$ cat src/rtl/baud_gen.sv
// -----------------------------------------------------------------------------
// baud_gen -- fractional (phase-accumulator) baud-rate generator.
//
// Each enabled cycle the accumulator advances by BAUD*OVERSAMPLE. When it
// reaches CLK_FREQ, CLK_FREQ is subtracted and an oversample tick is issued.
// Tick intervals are therefore floor/ceil of CLK_FREQ/INC cycles, and the
// long-term rate is exact.
//
// Ports
//   pll_clk  in   clock; all logic on the rising edge
//   rst      in   synchronous active-high reset; overrides en and baud_sel
//   en       in   generator enable; while low, acc/os_cnt/ticks/clk_out read 0
//   baud_sel in   rate code 0..9 = 4800..921600 baud; 10..15 are invalid
//   os_tick  out  one-cycle strobe, OVERSAMPLE per bit period
//   bit_tick out  one-cycle strobe on the os_tick that completes a bit period
//   clk_out  out  square wave that toggles on every os_tick
//   sel_err  out  registered flag, high while baud_sel holds an invalid code
// -----------------------------------------------------------------------------
module baud_gen #(
    parameter int unsigned CLK_FREQ   = 120_000_000,
    parameter int unsigned OVERSAMPLE = 16,
    parameter int unsigned ACC_W      = 28
) (
    input  logic       pll_clk,
    input  logic       rst,
    input  logic       en,
    input  logic [3:0] baud_sel,
    output logic       os_tick,
    output logic       bit_tick,
    output logic       clk_out,
    output logic       sel_err
);

    localparam int unsigned     CNT_W      = (OVERSAMPLE > 1) ? $clog2(OVERSAMPLE) : 1;
    localparam logic [ACC_W:0]  CLK_FREQ_W = (ACC_W + 1)'(CLK_FREQ);
    localparam logic [CNT_W-1:0] CNT_LAST  = CNT_W'(OVERSAMPLE - 1);
    localparam logic [3:0]      SEL_RESET  = 4'd1;
    localparam logic [3:0]      SEL_MAX    = 4'd9;

    // Baud rates by code. Codes 10-15 hold 0; they can never be latched into
    // cur_sel, so those entries are unreachable.
    localparam int unsigned BAUD_TBL [16] = '{
        4800, 9600, 14400, 19200, 38400, 57600, 115200, 230400,
        460800, 921600, 0, 0, 0, 0, 0, 0
    };

    // Parameter sanity: the increment must stay at most half the clock rate,
    // and the accumulator must hold CLK_FREQ plus headroom.
    if (CLK_FREQ < 2 * 921600 * OVERSAMPLE) begin : g_clk_too_slow
        $error("baud_gen: CLK_FREQ must be at least 2*921600*OVERSAMPLE");
    end
    if (ACC_W < $clog2(CLK_FREQ) + 1) begin : g_acc_too_narrow
        $error("baud_gen: ACC_W must be at least clog2(CLK_FREQ)+1");
    end

    // Per-code phase increment (BAUD * OVERSAMPLE), one extra bit of headroom.
    logic [ACC_W:0] inc_tbl [16];
    for (genvar gi = 0; gi < 16; gi++) begin : g_inc
        assign inc_tbl[gi] = (ACC_W + 1)'(BAUD_TBL[gi] * OVERSAMPLE);
    end

    logic [3:0]       cur_sel_q, cur_sel_d;
    logic [ACC_W-1:0] acc_q, acc_d;
    logic [CNT_W-1:0] os_cnt_q, os_cnt_d;
    logic             os_tick_q, os_tick_d;
    logic             bit_tick_q, bit_tick_d;
    logic             clk_out_q, clk_out_d;
    logic             sel_err_q, sel_err_d;

    logic             sel_valid;
    logic             reload;
    logic [ACC_W:0]   inc;
    logic [ACC_W:0]   acc_next;

    assign sel_valid = (baud_sel <= SEL_MAX);
    // A valid code differing from the latched one restarts the generator.
    assign reload    = sel_valid && (baud_sel != cur_sel_q);
    assign inc       = inc_tbl[cur_sel_q];
    assign acc_next  = {1'b0, acc_q} + inc;

    always_comb begin
        cur_sel_d  = cur_sel_q;
        acc_d      = acc_q;
        os_cnt_d   = os_cnt_q;
        os_tick_d  = 1'b0;
        bit_tick_d = 1'b0;
        clk_out_d  = clk_out_q;
        // Invalid codes only raise the flag; the running rate is untouched.
        sel_err_d  = !sel_valid;

        if (reload) begin
            // Reload wins over a simultaneous crossing: the tick is dropped.
            cur_sel_d = baud_sel;
            acc_d     = '0;
            os_cnt_d  = '0;
            clk_out_d = 1'b0;
        end else if (!en) begin
            acc_d     = '0;
            os_cnt_d  = '0;
            clk_out_d = 1'b0;
        end else if (acc_next >= CLK_FREQ_W) begin
            // Keep the remainder so the long-term rate carries no error.
            acc_d     = ACC_W'(acc_next - CLK_FREQ_W);
            os_tick_d = 1'b1;
            clk_out_d = !clk_out_q;
            if (os_cnt_q == CNT_LAST) begin
                os_cnt_d   = '0;
                bit_tick_d = 1'b1;
            end else begin
                os_cnt_d = os_cnt_q + CNT_W'(1);
            end
        end else begin
            acc_d = ACC_W'(acc_next);
        end
    end

    always_ff @(posedge pll_clk) begin
        if (rst) begin
            cur_sel_q  <= SEL_RESET;
            acc_q      <= '0;
            os_cnt_q   <= '0;
            os_tick_q  <= 1'b0;
            bit_tick_q <= 1'b0;
            clk_out_q  <= 1'b0;
            sel_err_q  <= 1'b0;
        end else begin
            cur_sel_q  <= cur_sel_d;
            acc_q      <= acc_d;
            os_cnt_q   <= os_cnt_d;
            os_tick_q  <= os_tick_d;
            bit_tick_q <= bit_tick_d;
            clk_out_q  <= clk_out_d;
            sel_err_q  <= sel_err_d;
        end
    end

    assign os_tick  = os_tick_q;
    assign bit_tick = bit_tick_q;
    assign clk_out  = clk_out_q;
    assign sel_err  = sel_err_q;

endmodule

$ cat config.mk
export PLATFORM = sky130hd
export DESIGN_NAME = baud_gen
export DESIGN_NICKNAME = d
export VERILOG_FILES = /design/src/rtl/baud_gen.sv
export SDC_FILE = /design/constraint.sdc
export NUM_CORES = 1
export LEC_CHECK = 0
export BUFFER_PORTS_ARGS = -buffer_cell sky130_fd_sc_hd__buf_2
export CAP_MARGIN = 15
export CORE_ASPECT_RATIO = 0.5
export CORE_MARGIN = 5
export CORE_UTILIZATION = 40
export CTS_CLUSTER_SIZE = 16
export DETAILED_ROUTE_END_ITERATION = 12
export GPL_TIMING_DRIVEN = 1
export PLACE_DENSITY = 0.6
export SLEW_MARGIN = 5
export SYNTH_ARGS = -nofsm -noshare
export SYNTH_HDL_FRONTEND = slang
export SYNTH_SLANG_ARGS = --single-unit
$ cat constraint.sdc
create_clock -name pll_clk -period 3.9 [get_ports pll_clk]
set_clock_uncertainty 0.2 [all_clocks]
set_input_delay 0.195 -clock pll_clk [delete_from_list [all_inputs] [get_ports pll_clk]]
set_output_delay 0.195 -clock pll_clk [all_outputs]
set_load 0.1 [all_outputs]
==> flow_summary.toml, run 1 <==
[logic_synthesis]
syn_nets = 426
syn_inst = 398
synth_ff_type = "dfxtp_1"
syn_area_per_cell_sq_um = 7.61
yosysUniqueCellTypes = 63
synth-seq-cells = 31
synth_seq_area_share = 0.205
yosysTopAreaCell = "dfxtp_1"
synthArstFlopShare = 0
synth_top_area_frac = 0.205
synth_area_sq_um = 3030
synth_edf_count = 0
synth.area.top_cells = "dfxtp_1 (20%), ha_1 (8.3%), a21oi_1 (5.0%)"
ys_warn_count = 0

[layout]
final_cell_mix = "buf_4 (75), nand2_1 (33), dfxtp_1 (27)"
regArea_sq_um = 626
nFillCells = 649
antennaDiodeCount = 0
area_growth_pct = 38.0
layout_commonest_cell = "buf_4"
multi_input_area_sq_um = 2500
fin_cells = 571
layout-drive-gt1-share = 0.345
layout.nets = 502
fin_area_sq_um = 4180

[clock_tree]
cts_buffers = 5
clock_latency_ns = 0.28
cts_root_buffer = "clkbuf_16"
clkTransAtPathRegs_ns = 0.05
clock-sinks = 31
cts_tree = "done"
cts_max_level = 2
cts_buffer_depth = 2

[global_routing]
antenna_found_initial = 0
grt_pass1_wl_mm = 15.0
grt_pass1_vias = 3082
grt_max_degree = 34
grt-ovfl-total = 0
track_usage = 0.193

[power_and_ir_drop]
power_density_nw_per_um2 = 336
irDropWorstVdd_mv = 0.158
power_leakage_nw = 1.73

[timing]
hold_viol = 1
post-route-period-util = 0.983
max_freq_mhz = 261
slew_violations = 0
setup_slack_ns = 0.0665
hold_ws_ns = -0.000842
fin_setup_tns_ns = 0
max_slew_margin = 0.255
min_period_ns = 3.83
worst_slew_pin_slew_ns = 1.12
setup_viol = 0

[die]
initial_core_util = 0.412
dieArea_sq_um = 9520
die_h_um = 71.5
die_w_um = 133
coreArea_sq_um = 7350
io_pins = 11
fp-row-count = 22

[route]
ant_nets = 0
dr.pass1.iters = 5
drt_iter0_drc = 259
vias = 3435
drt_wl_total_mm = 9.54
drcViolationCount = 0
viasPerCell = 6.02
wl_per_cell_um = 16.7

[critical_path]
required_ns = 3.92
end_kind = "register"
startpoint_type = "register"
cp_max_fo = 4
crit_type = "register to register"
arrival_ns = 3.86

[run_status]
status = "finished with violations"
violations = "negative hold slack"

[placement]
dp_hpwl_mm = 7.02
gp_congestion = 1.03
dp_cells = 555
dp_slack_ns = -0.164
placed_cell_area_sq_um = 3680
port-buffer-count = 10

[min_path]
hold_class = "input pin to register"

[run]
maxCapViolCount = 0
per-stage QoR:
stage / power, mW / utilization
2_1_floorplan: 0.672 / -
3_3_place_gp: 0.854 / 0.500
4_1_cts: 1.35 / 0.534
6_report: 1.41 / 0.569
5_1_grt: 1.48 / 0.569
3_5_place_dp: 0.870 / 0.500
sequential cells by signal, indices dropped and copies added, names as in the netlist:
| name | cells |
|---|---|
| os_tick | 1 |
| clk_out | 1 |
| os_cnt_q | 4 |
| cur_sel_q | 4 |
| acc_q | 19 |
| bit_tick | 1 |
| sel_err | 1 |
worst paths after layout:
check	startpoint	end	slack [ns]	cells past startpoint
worst max-delay path	cur_sel_q[0]	acc_q[12]	0.07	15
worst min-delay path	baud_sel[3]	cur_sel_q[1]	-0.0008	2
worst max register to register	cur_sel_q[0]	acc_q[12]	0.07	15
worst min register to register	os_cnt_q[3]	bit_tick	0.28	2
timing repair:
item	in CTS	in global routing
hold endpoints to repair	4	0
hold buffers	2	0
gates resized for setup	11	51
pin swaps	6	22
endpoints found under the setup margin	24	26
buffers inserted	1	5
Yosys cell counts (3+ instances only):
library cell,n
o21a_1,3
nor3_1,27
nand4_1,12
nor2b_1,4
o211ai_1,4
and2_1,5
nand2_1,34
o21ai_0,13
or3_1,4
a31oi_1,4
o31ai_1,3
mux2i_1,5
a21oi_1,30
a31o_2,3
dfxtp_1,31
nor3b_1,5
nor2_1,25
nand3_1,22
xnor2_1,11
a211o_1,4
xor2_1,3
clkbuf_1,11
inv_1,11
o21ai_1,4
ha_1,20
nand2b_1,5
o311ai_1,8
buf_2,11
a21o_1,9
and3_1,4
a311oi_1,6
nor4_1,9
a211oi_1,10
where the power goes:
group	switching [mW]	internal (mW)
Sequential	0.0121	0.335
Combinational	0.331	0.264
Clock	0.147	0.317
per-layer routing:
| metal | up-vias | global-route usage | share of wire |
|---|---|---|---|
| met5 | - | 0 | 0 |
| met4 | 0 | 0.0518 | 0.012 |
| met3 | 10 | 0.0407 | 0.055 |
| met2 | 107 | 0.311 | 0.47 |
| met1 | 1639 | 0.263 | 0.47 |
| li1 | 1679 | - | - |
area by class of cell:
cell class                      instances  area share
Clock buffer                            6      0.0332
Inverter                               11     0.00988
Sequential cell                        31       0.150
Tap cell                               96      0.0287
Timing Repair Buffer                   93       0.172
Clock inverter                          2     0.00838
Multi-Input combinational cell        332       0.598
cell families after synthesis:
kind of cell,after synthesis,synth area share
AO/OA/AOI/OAI,121,0.300
buffers and inverters,35,0.0517
multiplexers,6,0.0202
AND/OR/NAND/NOR,170,0.294
XOR/XNOR,14,0.0405
adder cells (fa/ha/maj),21,0.0893
flip-flops,31,0.205
critical path: stages (launching register included):
cell	delay [ns]
dfxtp_2	0.36
inv_2	0.06
ha_4	0.26
a211oi_2	0.24
ha_1	0.29
and2_4	0.19
a221oi_4	0.29
buf_6	0.16
a21oi_2	0.06
a311oi_4	0.24
and4b_2	0.35
o311ai_4	0.15
buf_6	0.17
a21o_1	0.19
or4_4	0.49
nand3_2	0.07
No activity file was read; power rests on OpenSTA's default activity.
==> run 2, diff against run 1 <==
PLACE_DENSITY = 0.58   (was 0.6)
clock period = 4.9 ns   (was 3.9 ns; I/O delays follow)
==> flow_summary.toml, run 2 (synthesis results as in run 1) <==
[clock_tree]
cts_setup_buffers = 0
post_cts_resized = 0
clock_latency_ns = 0.29
cts_buffer_depth = 2
clock-sinks = 31
clkTransAtPathRegs_ns = 0.06
hold_buffers = 0
cts_root_buffer = "clkbuf_16"
cts_max_level = 2
cts_tree = "done"
cts_buffers = 5

[layout]
layout-drive-gt1-share = 0.123
regMostFlops = "acc_q"
antennaDiodeCount = 0
nFillCells = 714
top_regs = "acc_q x19, cur_sel_q x4, os_cnt_q x4"
fin_area_sq_um = 3350
largest_reg_flops = 19
area_growth_pct = 10.7
layout.nets = 427
fin_util = 0.456
final_cell_mix = "nand2_1 (34), dfxtp_1 (31), a21oi_1 (29)"
layout_commonest_cell = "nand2_1"

[run_status]
status = "completed"

[timing]
setup_viol = 0
fin_setup_tns_ns = 0
hold_ws_ns = 0.00707
max_slew_margin = 0.291
slew_violations = 0
max_freq_mhz = 221
hold_viol = 0
post-route-period-util = 0.925
rsz0062_at_grt = "no"
worst_slew_pin_slew_ns = 1.06
min_period_ns = 4.53

[placement]
port-buffer-count = 10
gp_congestion = 0.821
dp_hpwl_mm = 6.18
placed_cell_area_sq_um = 3150

[power_and_ir_drop]
power_density_nw_per_um2 = 305
irDropWorstVdd_mv = 0.146
power_mw = 1.02
power_leakage_nw = 1.32

[critical_path]
critPathBufInv = 1
crit_chain = "inv_1 > ha_1 > and2_1 > a211o_1 > ha_1 > a21oi_2 > o31ai_1 > nor2b_1 > o31ai_1 > a21o_1 > mux2_4 > or4_1 > nand3_1"
arrival_ns = 4.56
slowest_stage = "or4_1"
startpoint_type = "register"
slowest_delay_ns = 0.55
required_ns = 4.92
crit_type = "register to register"
critPathTopFamily = "compound AO/OA/AOI/OAI gates"
end_kind = "register"
cp_max_fo = 40

[global_routing]
track_usage = 0.179
grt_max_degree = 41
grt-ovfl-total = 0
grt_pass1_vias = 2925
grt_pass1_wl_mm = 14.0
antenna_found_initial = 0

[min_path]
hold_class = "input pin to register"

[route]
drcViolationCount = 0
drt_wl_total_mm = 8.47
vias = 3127
ant_nets = 0
drt_iter0_drc = 270
dr.pass1.iters = 5
wl_per_cell_um = 17.1
viasPerCell = 6.30

[die]
initial_core_util = 0.412
dieArea_sq_um = 9520
die_h_um = 71.5
fp-row-count = 22
io_pins = 11
die_w_um = 133
coreArea_sq_um = 7350

[run]
maxCapViolCount = 0
[run 2: cell types whose count changed in the layout (fill, tap and decap cells not counted), sizes merged]
cell	previous run	this run
clkbuf	6	5
buf	91	18
dlygate4sd3	2	0
clkinvlp	0	1
bufinv	1	2
clkinv	1	0
[run 2: area by class of cell]
cell class	count	area (sq um)	area share
Inverter	11	41.3	0.0123
Timing Repair Buffer	18	110	0.0329
Clock buffer	5	125	0.0373
Clock inverter	3	67.6	0.0202
Tap cell	96	120	0.0358
Multi-Input combinational cell	332	2270	0.676
Sequential cell	31	621	0.185
[run 2: layer usage]
| metal | global-route usage | up-vias | routed length (um) |
|---|---|---|---|
| met3 | 0.0442 | 21 | 560 |
| met2 | 0.299 | 115 | 3680 |
| met4 | 0.0518 | 0 | 165 |
| li1 | - | 1529 | - |
| met5 | 0 | - | 0 |
| met1 | 0.230 | 1462 | 4060 |
[run 2: metrics by stage]
stage          instances  setup WS (ns)
2_1_floorplan        398           1.04
3_3_place_gp         488          0.292
3_5_place_dp         488          0.212
4_1_cts              496          0.173
5_1_grt              496         0.0447
6_report             496          0.366
[run 2: where the power goes]
part / switching, mW / total (mW) / internal [mW] / leakage, nW
Clock: 0.130 / 0.422 / 0.291 / 0.0900
Sequential: 0.0118 / 0.278 / 0.266 / 0.252
Combinational: 0.209 / 0.324 / 0.114 / 0.978
[run 2: worst paths after layout]
kind                 from            to  slack [ns]  cells past startpoint
max          cur_sel_q[1]     acc_q[12]        0.37                     13
min           baud_sel[0]  cur_sel_q[0]       0.007                      3
max reg2reg  cur_sel_q[1]     acc_q[12]        0.37                     13
min reg2reg   os_cnt_q[1]   os_cnt_q[1]        0.29                      2
[run 2: worst register-to-register path, delay by kind of cell, from the launching register on]
kind,cells,cell delay (ns)
AOI/OAI and AO/OA,5,1.27
adders and majority gates,2,0.68
buffers and inverters,1,0.16
DFF,1,0.49
muxes,1,0.47
and+or+nand+nor,4,1.20
